### config.mk
export PLATFORM = sky130hd
export DESIGN_NAME = stopwatch_timebase
export DESIGN_NICKNAME = d
export VERILOG_FILES = /design/src/rtl/stopwatch_timebase.sv
export SDC_FILE = /design/constraint.sdc
export NUM_CORES = 1
export LEC_CHECK = 0
export ABC_AREA = 1
export ABC_CLOCK_PERIOD_IN_PS = 1870
export CORE_AREA = 2 2 77 79
export CTS_CLUSTER_DIAMETER = 200
export DETAILED_ROUTE_END_ITERATION = 10
export DIE_AREA = 0 0 79 81
export GPL_ROUTABILITY_DRIVEN = 0
export MAX_ROUTING_LAYER = met4
export PLACE_DENSITY = 0.69
export SETUP_SLACK_MARGIN = 0.2
export SLEW_MARGIN = 20
export SYNTH_ARGS = -nofsm -noshare
export SYNTH_HDL_FRONTEND = slang
export SYNTH_SLANG_ARGS = --single-unit
### constraint.sdc
create_clock -name clock -period 1.87 [get_ports clock]
set_input_delay 0.2805 -clock clock [delete_from_list [all_inputs] [get_ports clock]]
set_output_delay 0.2805 -clock clock [all_outputs]
set_load 0.05 [all_outputs]
### src/rtl/stopwatch_timebase.sv
// Stopwatch timebase: button synchronisers, 1 Hz prescaler, idle/run/pause FSM and MM:SS counter
// with sticky overflow. Define STOPWATCH_LAP_EN to add the lap (display freeze) feature.
module stopwatch_timebase #(
    parameter int unsigned CLK_HZ   = 50_000_000,
    parameter int unsigned TICK_DIV = CLK_HZ,
    parameter int unsigned MAX_MIN  = 59
) (
    input  logic       clock,
    input  logic       reset,
    input  logic       btn_start,
    input  logic       btn_clear,
    input  logic       btn_lap,
    output logic [6:0] minutes,
    output logic [6:0] seconds,
    output logic       running,
    output logic       overflow
);
    localparam int unsigned PW = (TICK_DIV > 2) ? $clog2(TICK_DIV) : 1;
    localparam logic [PW-1:0] PRESC_LAST = PW'(TICK_DIV - 1);
    localparam logic [6:0] MIN_LAST = 7'(MAX_MIN);
    localparam logic [6:0] SEC_LAST = 7'd59;

    if (CLK_HZ == 0 || TICK_DIV < 2 || MAX_MIN > 99) begin : g_param_check
        $error("stopwatch_timebase: illegal parameter value");
    end

`ifdef STOPWATCH_LAP_EN
    localparam int unsigned NB = 3;
    logic [NB-1:0] w_btn_raw;
    assign w_btn_raw = {btn_lap, btn_clear, btn_start};
`else
    localparam int unsigned NB = 2;
    logic [NB-1:0] w_btn_raw;
    logic          w_unused_lap;
    assign w_btn_raw    = {btn_clear, btn_start};
    assign w_unused_lap = btn_lap;
`endif

    logic [NB-1:0] r_btn_meta;
    logic [NB-1:0] r_btn_sync;
    logic [NB-1:0] r_btn_prev;
    logic [NB-1:0] w_btn_pulse;
    logic          w_start_p;
    logic          w_clear_p;

    always_ff @(posedge clock or posedge reset) begin
        if (reset) begin
            r_btn_meta <= '0;
            r_btn_sync <= '0;
            r_btn_prev <= '0;
        end else begin
            r_btn_meta <= w_btn_raw;
            r_btn_sync <= r_btn_meta;
            r_btn_prev <= r_btn_sync;
        end
    end

    // One-clock pulse on each synchronised rising edge; a held button gives a single pulse.
    assign w_btn_pulse = r_btn_sync & ~r_btn_prev;
    assign w_start_p   = w_btn_pulse[0];
    assign w_clear_p   = w_btn_pulse[1];

    typedef enum logic [1:0] {
        StIdle  = 2'd0,
        StRun   = 2'd1,
        StPause = 2'd2
    } state_e;

    state_e r_state;
    state_e w_state_d;

    always_ff @(posedge clock or posedge reset) begin
        if (reset) begin
            r_state <= StIdle;
        end else begin
            r_state <= w_state_d;
        end
    end

    always_comb begin
        w_state_d = r_state;
        if (w_clear_p) begin
            w_state_d = StIdle;
        end else if (w_start_p) begin
            case (r_state)
                StIdle:  w_state_d = StRun;
                StRun:   w_state_d = StPause;
                StPause: w_state_d = StRun;
                default: w_state_d = StIdle;
            endcase
        end
    end

    always_comb begin
        running = (r_state == StRun);
    end

    logic [PW-1:0] r_presc;
    logic [6:0]    r_min;
    logic [6:0]    r_sec;
    logic          r_overflow;
    logic          w_tick;

    assign w_tick = (r_state == StRun) && (r_presc == PRESC_LAST);

    // The prescaler only advances in RUN, so a paused fraction of a second survives resume.
    always_ff @(posedge clock or posedge reset) begin
        if (reset) begin
            r_presc    <= '0;
            r_min      <= '0;
            r_sec      <= '0;
            r_overflow <= 1'b0;
        end else if (w_clear_p) begin
            r_presc    <= '0;
            r_min      <= '0;
            r_sec      <= '0;
            r_overflow <= 1'b0;
        end else if (r_state == StRun) begin
            if (w_tick) begin
                r_presc <= '0;
                if (r_sec == SEC_LAST) begin
                    r_sec <= '0;
                    if (r_min == MIN_LAST) begin
                        r_min      <= '0;
                        r_overflow <= 1'b1;
                    end else begin
                        r_min <= r_min + 7'd1;
                    end
                end else begin
                    r_sec <= r_sec + 7'd1;
                end
            end else begin
                r_presc <= r_presc + 1'b1;
            end
        end
    end

    assign overflow = r_overflow;

`ifdef STOPWATCH_LAP_EN
    logic       r_frozen;
    logic [6:0] r_snap_min;
    logic [6:0] r_snap_sec;
    logic       w_lap_p;

    assign w_lap_p = w_btn_pulse[2];

    // Snapshot holds the time displayed at the lap edge; live counting is untouched.
    always_ff @(posedge clock or posedge reset) begin
        if (reset) begin
            r_frozen   <= 1'b0;
            r_snap_min <= '0;
            r_snap_sec <= '0;
        end else if (w_clear_p) begin
            r_frozen <= 1'b0;
        end else if (w_lap_p && (r_state != StIdle)) begin
            r_frozen <= ~r_frozen;
            if (!r_frozen) begin
                r_snap_min <= r_min;
                r_snap_sec <= r_sec;
            end
        end
    end

    assign minutes = r_frozen ? r_snap_min : r_min;
    assign seconds = r_frozen ? r_snap_sec : r_sec;
`else
    assign minutes = r_min;
    assign seconds = r_sec;
`endif

endmodule

Yosys cells after proc, flatten, opt, wreduce, memory -nomap -nowiden
Cells that the tools add are included.
{ "word_totals": {"register_bits": 49, "wordCells": 49, "inputBits": 5, "out_inout_bits": 16} }
{ "op_classes": {"n_addsub": 3, "bitwise": 2, "eq_ne": 5, "n_reduce_logical": 11, "n_mux": 20} }
{ "op_table": {"columns": ["cell", "n"], "rows": [
  ["$mux 26", 3],
  ["$mux 7", 9],
  ["$add 26x1->26 const B", 1],
  ["$eq 26x26->1 const B", 1],
  ["$add 7x1->7 const B", 2],
  ["$eq 7x6->1 const B", 2],
  ["$reduce_bool 2->1", 5],
  ["$mux 1", 5],
  ["$mux 2", 2],
  ["$pmux 2 s2", 1],
  ["$reduce_and 4->1", 1],
  ["$reduce_and 3->1", 1],
  ["$and 2x2->2", 1],
  ["$eq 2x1->1 const B", 1],
  ["$eq 2x2->1 const B", 1],
  ["$logic_not 2->1", 1],
  ["$not 2->2", 1],
  ["$reduce_and 2->1", 1],
  ["$reduce_or 2->1", 1],
  ["$logic_and 1x1->1", 1]
]} }

Longest topological paths before layout
Gate-level depths: netlist (run 1).
{ "depth": {"word_depth": 6, "mapped_depth": 11, "ltp_nobuf": 10} }

Least setup slack after synthesis (run 1)
OpenSTA, ideal clock, no wires.
{ "synth_timing": {"path_kind": "register -> register", "start": "register r_sec[0] (netlist: seconds[0])", "end": "register r_min[2] (netlist: minutes[2])", "path_stages_with_launch": 9, "required_ns": 1.750, "n_path_buf": 0, "setup_ns": 0.120, "synth_period_minus_slack_ns": 1.790, "arrival_ns": 1.670, "slack_ns": 0.080, "path_cell_list": "dfrtp_1 -> ha_1 -> nand2_1 -> nor2_1 -> nand3_1 -> nand2_1 -> nand2_2 -> nand2_1 -> nand2_1"} }
{ "synth_via": {"elab_chain_cells": 3} }
{ "synth_rtl": {"columns": ["element", "line", "text"], "rows": [
  ["from (decl)", "100", "logic [6:0] r_sec;"],
  ["from (signal assigned)", "130", "r_sec <= r_sec + 7'd1;"],
  ["$eq 7x6->1", "121", "if (r_sec == SEC_LAST) begin"],
  ["$reduce_bool 2->1 (no source line)", null, null],
  ["$reduce_and 3->1 (no source line)", null, null],
  ["to (signal assigned)", "127", "r_min <= r_min + 7'd1;"],
  ["to (decl)", "99", "logic [6:0] r_min;"]
]} }
No other way between the ends.
A chain may end at the register's enable or synchronous reset.

Final worst setup path (run 1)
{ "layout_timing": {"start": "register r_presc[5]", "end": "register r_min[3] (netlist: minutes[3])"} }
{ "layout_via": {"elab_chain_cells": 4} }
{ "layout_rtl": {"columns": ["element", "line", "text"], "rows": [
  ["from (decl)", "98", "logic [PW-1:0] r_presc;"],
  ["from (signal assigned)", "133", "r_presc <= r_presc + 1'b1;"],
  ["$eq 26x26->1", "104", "assign w_tick = (r_state == StRun) && (r_presc == PRESC_LAST);"],
  ["$logic_and 1x1->1", "104", null],
  ["$reduce_bool 2->1 (no source line)", null, null],
  ["$reduce_and 3->1 (no source line)", null, null]
]} }
No other way between the ends.

==> run metrics, run 1 <==
status finished clean; largest net degree at the start of global routing 20; Mapped Cells 370; total clock sinks 49; final hold slack 0.2579 ns; setup TNS 0 ns; most frequent cells in the layout nand2_1, nor2_1, dfrtp_1; reg2reg setup slack ~0.28 ns; post-detail-place hpwl approximately 3900 um; crit share post-route 0.8493; all-layer global routing usage 0.1966; Post-DRT Antenna Nets 0; CP Data Arrival Time roughly 1.8 ns; CTS tree yes; Achievable Freq 0.6297 GHz; vias in the first global route about 2100; CTS clock-pin slew for the worst setup and hold paths roughly 0.10 ns; post-synthesis adder-cell area fraction 0.01386; Starting Density 0.4773; Synth-to-Final Area Change 17.88%; RSZ-0062 raised after global routing no; Worst setup startpoint r_presc[5]$_DFFE_PP0P_; Avg Cell Area, Syn around 7.3 sq um; critical path depth in cells 9; Placed Cells 463; post-layout minimum cycle time ~1.6 ns; DRT iter0 DRCs 117; reg2reg start r_presc[5]$_DFFE_PP0P_; Crit Path Category reg -> reg; DRC violations left 0; Critical Path Most Common Cell nand2_1; grt total ovfl 0; FP Rows 28; IO buf count 19; Slew Limit Fails 0; die footprint between 6000 and 7000 sq um; Final WS setup 0.2818 ns; die width 79 um; Peak VDD IR between 500 and 600 uV; CTS H-tree depth 2; Critical Path RT 2.07 ns; Worst Hold Class in -> async; yosys synthesis warning count 0; Hold Fails Final Rpt 0; Pleak between 1.5 and 2 nW; Least-Margin Pin Slew around 0.52 ns; First-pass DRT Iterations 4; ANT cells 0; post-synthesis compound-gate area fraction 0.02725; Clock Skew between 0.008 and 0.009 ns; post-synthesis simple-gate area fraction 0.3792; Top Family by Delay on Critical Path simple AND/OR/NAND/NOR gates; Critical Path End minutes[3]$_DFFE_PP0P_; CP Capture Type flop; Vias/cell approximately 4.9; dpl ws 0.1328 ns; post-synthesis mux area share 0; fill cell count ~570; Slowest-stage cell, CP dfrtp_1; r2r worst-path depth 9; Final Non-Filler Cells about 480; Worst Setup Start Kind flop; share of cells above drive strength 1 0.1379; number of synthesized flops with an enable pin 0; Max-Cap Viols 0; worst-path maximum fanout 12; CTS Buf Count 5; Rel. slew slack 0.6577; initial antenna violation count 0; RR Endpoint minutes[3]$_DFFE_PP0P_; net count after synthesis around 380; CTS root buffer clkbuf_8; main combinational cell family by area after synthesis simple AND/OR/NAND/NOR gates; Core Area 5675 sq um; max incr delay on CP 0.42 ns; worst path cell trace nand2_1, nor2_1, nand2_1, nor2_2, nand2_2, nand2_8, nand2_2, nand2_1, nand2_1; sequential share of the synthesized area 0.4527; drt total wl about 5700 um; Yosys cell types 27; Placed Instance Area approximately 3000 sq um; first-pass GRT wire length 9687 um; via count about 2300; worst-skew pair later-pin latency roughly 0.30 ns; commonest non-fill, non-tap cell in the layout nand2_1; share of the synthesized netlist area taken by xor and xnor gates 0.04527; #FFs+latches synth 49; mapped cell area 2709 sq um; Final nets just over 400; pwr dens roughly 770 nW/um^2; area of the multi-input gates between 1000 and 1500 sq um; clk buf depth 2; buffers and inverters on the worst path 0; final instance area 3193 sq um; Finish-stage setup viols 0; Die H 81 um; Post-synth ARST share 1.000; num ports 21; top_reg_cell synth dfrtp_1; register area 1229 sq um; WL per Instance ~12 um
layout make-up:
type / instances / share of cell area
clock inverter: 2 / 0.005486
multi-input combinational: 274 / 0.4220
inverter: 43 / 0.05133
tap: 75 / 0.02939
sequential: 49 / 0.3848
clock buffer: 6 / 0.02586
timing repair buffer: 32 / 0.08111
synthesized netlist by cell type (2+ instances only):
cell      instances  area, sq um
nand2_1         111        416.7
nor3_1           12        60.06
inv_1            42        157.7
o21ai_0           8        40.04
nand3_1          33        165.2
dfrtp_1          49         1226
nor2_2            7        43.79
xnor2_1           6        52.55
nand3b_1          2        15.01
nand2_2           4        25.02
nand4_1           3        18.77
a21oi_1           4        20.02
buf_4             2        15.01
xor2_1            8        70.07
ha_1              3        37.54
buf_6             2        22.52
nor2_1           64        240.2
how the worst min path moves through the flow:
stage	slack [ns]	startpoint	end
6_report	0.26	reset	minutes[5]$_DFFE_PP0P_
5_1_grt	0.30	reset	r_btn_sync[1]$_DFF_PP0_
4_1_cts	0.27	reset	minutes[5]$_DFFE_PP0P_
3_5_place_dp	0.34	r_btn_meta[0]$_DFF_PP0_	r_btn_sync[0]$_DFF_PP0_
3_3_place_gp	0.34	r_btn_meta[1]$_DFF_PP0_	r_btn_sync[1]$_DFF_PP0_
2_1_floorplan	0.31	btn_start	r_btn_meta[0]$_DFF_PP0_
power by group:
part / switching [mW] / internal, mW / total, mW
Combinational: 0.371 / 0.180 / 0.551
Clock: 0.368 / 0.308 / 0.676
Sequential: 0.0808 / 1.14 / 1.22
Total: 0.820 / 1.62 / 2.44
repair_timing:
| action | in CTS | in global routing |
|---|---|---|
| setup endpoints to repair | 37 | 27 |
| gates resized for setup | 12 | 13 |
| buffers inserted | 0 | 8 |
| hold endpoints to repair | 0 | 0 |
| gates cloned | 1 | 1 |
| pin swaps | 2 | 3 |
| hold buffers | 0 | 0 |
cells by family after synthesis:
group | after synthesis
adder cells (fa/ha/maj) | 3
XOR/XNOR | 14
AO/OA/AOI/OAI | 14
AND/OR/NAND/NOR | 241
flip-flops | 49
buffers and inverters | 49
through the flow:
| step | util | total power [mW] |
|---|---|---|
| global route | 0.5626 | 2.568 |
| finish | 0.5626 | 2.443 |
| floorplan | - | 1.609 |
| global placement | 0.5212 | 1.755 |
| detailed placement | 0.5212 | 1.762 |
| CTS | 0.5421 | 2.422 |
state kept, by name, summed over array words and instances, names as in the netlist:
| signal | cells |
|---|---|
| r_btn_prev | 2 |
| r_btn_sync | 2 |
| seconds | 7 |
| r_state | 2 |
| overflow | 1 |
| r_btn_meta | 2 |
| r_presc | 26 |
| minutes | 7 |
routing by layer:
metal / vias to the layer above / wire length (um) / global-route usage
li1: 1215 / - / -
met1: 1087 / 2666 / 0.2546
met2: 34 / 2805 / 0.3288
met3: 5 / 186 / 0.03556
met4: 0 / 48 / 0.03793
met5: - / 0 / -
Power figures use the tool's default switching activity.
==> run 2, diff against run 1 <==
- ABC_CLOCK_PERIOD_IN_PS: 1870 -> 1300
- PLACE_DENSITY: 0.69 -> 0.71
- clock period: 1.87 -> 1.3 ns (I/O delays scaled with it)
==> run metrics, run 2 (synthesized netlist as in run 1, its figures left out) <==
DRT iter0 DRCs 234 (was 117); CP Data Arrival Time 1.83 ns (was 1.79 ns); DRC violations left 0 (unchanged); largest net degree at the start of global routing 50 (was 20); part of the power in the clock network 0.242 (was 0.277); worst path cell trace inv_2, nand2_1, nor2_2, nand2_1, nor2_2, nand2_2, nand2_4, buf_12, nand2_8, nand2_2, nand2_1 (was nand2_1, nor2_1, nand2_1, nor2_2, nand2_2, nand2_8, nand2_2, nand2_1, nand2_1); RR Endpoint minutes[4]$_DFFE_PP0P_ (was minutes[3]$_DFFE_PP0P_); final instance area 4541 sq um (was 3193 sq um); Critical Path Most Common Cell nand2_1 (unchanged); Crit Path Category reg -> reg (unchanged); IO buf count 19 (unchanged); clk buf depth 2 (unchanged); Hold Fails Final Rpt 0 (unchanged); net switching power 1.454 mW (was 0.8197 mW); drt total wl 9292 um (was 5707 um); die width 79 um (unchanged); post-layout minimum cycle time 1.622 ns (was 1.588 ns); Switching Share 0.3373 (was 0.3356); Pwr Total 4.310 mW (was 2.443 mW); FP Rows 28 (unchanged); Placed Instance Area 3749 sq um (was 2958 sq um); die footprint 6399 sq um (unchanged); CTS Buf Count 5 (unchanged); RSZ-0062 raised after global routing yes (was no); r2r worst-path depth 11 (was 9); First-pass DRT Iterations 5 (was 4); Critical Path End minutes[4]$_DFFE_PP0P_ (was minutes[3]$_DFFE_PP0P_); Peak VDD IR 763.0 uV (was 527.4 uV); Biggest register r_presc (unchanged); CTS tree yes (unchanged); CP Capture Type flop (unchanged); grt total ovfl 0 (unchanged); first-pass GRT wire length 12520 um (was 9687 um); initial antenna violation count 0 (unchanged); worst-skew pair later-pin latency 0.32 ns (was 0.30 ns); reg2reg start r_presc[9]$_DFFE_PP0P_ (was r_presc[5]$_DFFE_PP0P_); share of cells above drive strength 1 0.4705 (was 0.1379); via count 2991 (was 2341); Slew Limit Fails 0 (unchanged); Critical Path RT 1.51 ns (was 2.07 ns); Achievable Freq 0.6166 GHz (was 0.6297 GHz); Slowest-stage cell, CP dfrtp_1 (unchanged); max reg flops 26 (unchanged); Core Area 5675 sq um (unchanged); Worst setup startpoint r_presc[9]$_DFFE_PP0P_ (was r_presc[5]$_DFFE_PP0P_); Post-DRT Antenna Nets 0 (unchanged); post-detail-place hpwl 4697 um (was 3920 um); ANT cells 0 (unchanged); worst-path maximum fanout 8 (was 12); CTS clock-pin slew for the worst setup and hold paths 0.10 ns (about the same); Starting Density 0.4773 (unchanged); CTS root buffer clkbuf_8 (unchanged); Die H 81 um (unchanged); fill cell count 312 (was 573); all-layer global routing usage 0.2570 (was 0.1966); pwr dens 949.2 nW/um^2 (was 765.0 nW/um^2); Final nets 498 (was 413); max incr delay on CP 0.46 ns (was 0.42 ns); Max-Cap Viols 0 (unchanged); Clock Skew 0.01141 ns (was 0.008291 ns); Final Non-Filler Cells 566 (was 481); WL per Instance 16.42 um (was 11.86 um); Worst Setup Start Kind flop (unchanged); Flop pwr share 0.411 (was 0.498); reg2reg setup slack -0.32 ns (was 0.28 ns); crit share post-route 1.248 (was 0.8493); Power Internal 2.856 mW (was 1.623 mW); combinational share of power 0.348 (was 0.225); vias in the first global route 2807 (was 2114); Vias/cell 5.284 (was 4.867); most frequent cells in the layout nand2_1, buf_4, nor2_1 (was nand2_1, nor2_1, dfrtp_1); Final WS setup -0.3218 ns (was 0.2818 ns); total clock sinks 49 (unchanged); status complete, but fails checks (was finished clean); failing checks negative setup slack; Post-CTS Hold Buffers 0 (unchanged); dpl ws -0.1489 ns (was 0.1328 ns); Worst Hold Class in -> async (unchanged); commonest non-fill, non-tap cell in the layout nand2_1 (unchanged); Rel. slew slack 0.7722 (was 0.6577); Placed Cells 521 (was 463); Finish-stage setup viols 42 (was 0); Pleak 2.095 nW (was 1.555 nW); num ports 21 (unchanged); CTS H-tree depth 2 (unchanged); Least-Margin Pin Slew 0.3391 ns (was 0.5156 ns); Synth-to-Final Area Change 67.62% (was 17.88%)
-- run 2: routing by layer --
layer / vias up / GRT usage / wire, um
li1: 1393 / - / -
met1: 1445 / 0.2958 / 3477
met2: 114 / 0.4678 / 5010
met3: 39 / 0.04000 / 421
met4: 0 / 0.07069 / 382
met5: - / - / 0
-- run 2: power by group through the flow --
stage	Clock [mW]	Sequential, mW	Combinational [mW]
3_5_place_dp	0	1.79	1.18
6_report	1.04	1.77	1.50
2_1_floorplan	0	2.02	0.363
4_1_cts	1.00	1.76	1.36
5_1_grt	1.10	1.78	1.59
3_3_place_gp	0	1.78	1.15
-- run 2: how the worst min path moves through the flow --
stage	endpoint	slack, ns	startpoint	depth (start not counted)
after floorplan	minutes[2]$_DFFE_PP0P_	0.23	reset	1
after global placement	r_btn_sync[0]$_DFF_PP0_	0.34	r_btn_meta[0]$_DFF_PP0_	0
after detailed placement	r_btn_sync[1]$_DFF_PP0_	0.35	r_btn_meta[1]$_DFF_PP0_	0
after CTS	r_state[0]$_DFFE_PP0P_	0.31	reset	3
after global routing	r_state[0]$_DFFE_PP0P_	0.32	reset	3
final	minutes[2]$_DFFE_PP0P_	0.29	reset	3
-- run 2: cell type report --
class,count,area (sq um),share of cell area
Inverter,43,180.2,0.03968
Tap cell,75,93.84,0.02067
Timing Repair Buffer,119,1274,0.2805
Clock buffer,7,96.34,0.02122
Multi-Input combinational cell,272,1652,0.3637
Clock inverter,1,5.005,0.001102
Sequential cell,49,1240,0.2731
-- run 2: per-stage QoR --
stage	hold WS, ns	TNS [ns]	utilization
after floorplan	0.2264	-2.392	-
after global placement	0.3376	-3.128	0.6605
after detailed placement	0.3465	-3.944	0.6605
after CTS	0.3146	-4.516	0.7456
after global routing	0.3235	-14.03	0.8000
final	0.2863	-10.97	0.8000
-- run 2: critical path: cells and delay by family, from the launching register on --
family / cells / cell delay (ns)
buffers and inverters: 2 / 0.23
and+or+nand+nor: 9 / 0.83
DFF: 1 / 0.46
-- run 2: repair_timing --
action | 4_1_cts | 5_1_grt
cloned | 1 | 0
setup buffers | 25 | 11
pin swaps | 10 | 27
resized for setup | 48 | 66
endpoints found under the setup margin | 57 | 58
==> run 3, diff against run 2 <==
- GPL_TIMING_DRIVEN: default -> 0
==> run metrics, run 3 (synthesized netlist as in run 1, its figures left out) <==
WHS Endpoint r_btn_meta[1]$_DFF_PP0_; Synth-to-Final Area Change 44.30% (was 67.62%); post-layout minimum cycle time 1.481 ns (was 1.622 ns); largest net degree at the start of global routing 26 (was 50); Achievable Freq 0.6754 GHz (was 0.6166 GHz); Clock Skew 0.007117 ns (was 0.01141 ns); most frequent cells in the layout nand2_1, nor2_1, buf_4 (was nand2_1, buf_4, nor2_1); CTS H-tree depth 2 (unchanged); First-pass DRT Iterations 4 (was 5); first-pass GRT wire length 11390 um (was 12520 um); vias in the first global route 2455 (was 2807); Die H 81 um (unchanged); Critical Path RT 1.51 ns (about the same); Final WS setup -0.1806 ns (was -0.3218 ns); DRC violations left 0 (unchanged); drt total wl 7253 um (was 9292 um); commonest non-fill, non-tap cell in the layout nand2_1 (unchanged); die footprint 6399 sq um (unchanged); Core Area 5675 sq um (unchanged); CTS Buf Count 5 (unchanged); CTS tree yes (unchanged); max reg flops 26 (unchanged); worst-path maximum fanout 5 (was 8); reg2reg start r_presc[15]$_DFFE_PP0P_ (was r_presc[9]$_DFFE_PP0P_); CTS root buffer clkbuf_8 (unchanged); CP Capture Type flop (unchanged); Worst Setup Start Kind flop (unchanged); Crit Path Category reg -> reg (unchanged); all-layer global routing usage 0.2331 (was 0.2570); Biggest register r_presc (unchanged); pwr dens 978.2 nW/um^2 (was 949.2 nW/um^2); grt total ovfl 0 (unchanged); ANT cells 0 (unchanged); Final nets 450 (was 498); r2r worst-path depth 10 (was 11); Least-Margin Pin Slew 0.5818 ns (was 0.3391 ns); Worst Hold Class in -> reg (was in -> async); Placed Instance Area 3139 sq um (was 3749 sq um); IO buf count 19 (unchanged); RR Endpoint seconds[5]$_DFFE_PP0P_ (was minutes[4]$_DFFE_PP0P_); Max-Cap Viols 0 (unchanged); WL per Instance 14.00 um (was 16.42 um); crit share post-route 1.139 (was 1.248); final instance area 3909 sq um (was 4541 sq um); Starting Density 0.4773 (unchanged); hold-critical path depth 1; initial antenna violation count 0 (unchanged); Peak VDD IR 674.4 uV (was 763.0 uV); num ports 21 (unchanged); die width 79 um (unchanged); Finish-stage setup viols 41 (was 42); share of cells above drive strength 1 0.4018 (was 0.4705); clk buf depth 2 (unchanged); Vias/cell 5.153 (was 5.284); Pwr Total 3.824 mW (was 4.310 mW); DRT iter0 DRCs 192 (was 234); Finished Core Util 0.6887 (was 0.8000); FP Rows 28 (unchanged); Pleak 1.778 nW (was 2.095 nW); worst-skew pair later-pin latency 0.31 ns (was 0.32 ns); Hold Fails Final Rpt 0 (unchanged); Post-DRT Antenna Nets 0 (unchanged); CP Data Arrival Time 1.69 ns (was 1.83 ns); min-delay src btn_clear; total clock sinks 49 (unchanged); fill cell count 424 (was 312); Rel. slew slack 0.6113 (was 0.7722); failing checks negative setup slack (unchanged); via count 2669 (was 2991); reg2reg setup slack -0.18 ns (was -0.32 ns); Slew Limit Fails 0 (unchanged); post-detail-place hpwl 4015 um (was 4697 um); status complete, but fails checks (unchanged); CTS clock-pin slew for the worst setup and hold paths 0.10 ns (about the same); RSZ-0062 raised after global routing yes (unchanged)
run 3: changes by cell type in the layout (fill, tap and decap cells not counted), moves of 3 or more:
cell        previous run  this run
inv_2                  6        11
buf_8                  1        15
nand2_1               79        82
nor2_2                13        10
dfrtp_2               11        16
buf_12                21         0
clkinvlp_4             1         4
nor2_1                49        53
buf_4                 71        38
inv_1                 34        30
dfrtp_1               38        33
buf_6                 22        12
run 3: worst max-delay path by stage:
stage,start,end,slack (ns),cells after the start
detailed placement,r_state[1]$_DFFE_PP0P_,running,-0.32,4
floorplan,seconds[0]$_DFFE_PP0P_,minutes[2]$_DFFE_PP0P_,-0.18,8
global placement,r_state[1]$_DFFE_PP0P_,running,-0.29,4
finish,r_presc[15]$_DFFE_PP0P_,seconds[5]$_DFFE_PP0P_,-0.18,10
global route,r_presc[24]$_DFFE_PP0P_,r_presc[1]$_DFFE_PP0P_,-0.27,11
CTS,r_presc[10]$_DFFE_PP0P_,r_presc[19]$_DFFE_PP0P_,-0.16,9
run 3: final cells by class:
class | count | area (sq um) | share of cell area
plain buffers | 6 | 78.83 | 0.02017
clock buffers | 6 | 72.57 | 0.01857
clock inverters | 2 | 15.01 | 0.003841
inverters | 43 | 172.7 | 0.04417
multi-input cells | 273 | 1600 | 0.4094
flip-flops and latches | 49 | 1246 | 0.3188
well taps | 75 | 93.84 | 0.02401
repair buffers | 63 | 621.8 | 0.1591
repair inverters | 1 | 7.507 | 0.001921
run 3: per-layer routing:
layer / share of wire / track usage / wire [um] / up-vias
li1: - / - / - / 1295
met1: 0.43 / 0.2928 / 3093 / 1288
met2: 0.52 / 0.3873 / 3767 / 70
met3: 0.034 / 0.04000 / 245 / 16
met4: 0.020 / 0.07414 / 147 / 0
met5: 0 / - / 0 / -
run 3: critical path, stage by stage, from the launching register on:
cell and delay (ns):
dfrtp_1 0.42, nand2_1 0.09, nor2_2 0.14, nand2_1 0.08, nor2_2 0.14, nand2_4 0.10, nand2_8 0.13, inv_8 0.05
buf_6 0.13, nand2_2 0.05, nand2_1 0.05
run 3: repair_timing:
action / 4_1_cts / 5_1_grt
gates resized for setup: 152 / 61
pin swaps: 20 / 23
hold buffers: 0 / 0
cloned: 3 / 1
endpoints found under the setup margin: 87 / 59
setup buffers: 29 / 13
run 3: stage by stage:
stage | TNS (ns) | setup WS [ns] | std cells | hold slack, ns
finish | -5.968 | -0.1806 | 518 | 0.3164
global route | -9.608 | -0.2711 | 518 | 0.2977
CTS | -5.262 | -0.1571 | 504 | 0.3163
detailed placement | -16.75 | -0.3169 | 464 | 0.3381
global placement | -16.09 | -0.2949 | 464 | 0.3364
floorplan | -2.392 | -0.1761 | 370 | 0.2264
run 3: report_power, final:
part	internal [mW]	switching [mW]
combinational	0.483	0.627
clock	0.380	0.542
sequential	1.64	0.147
total	2.51	1.32
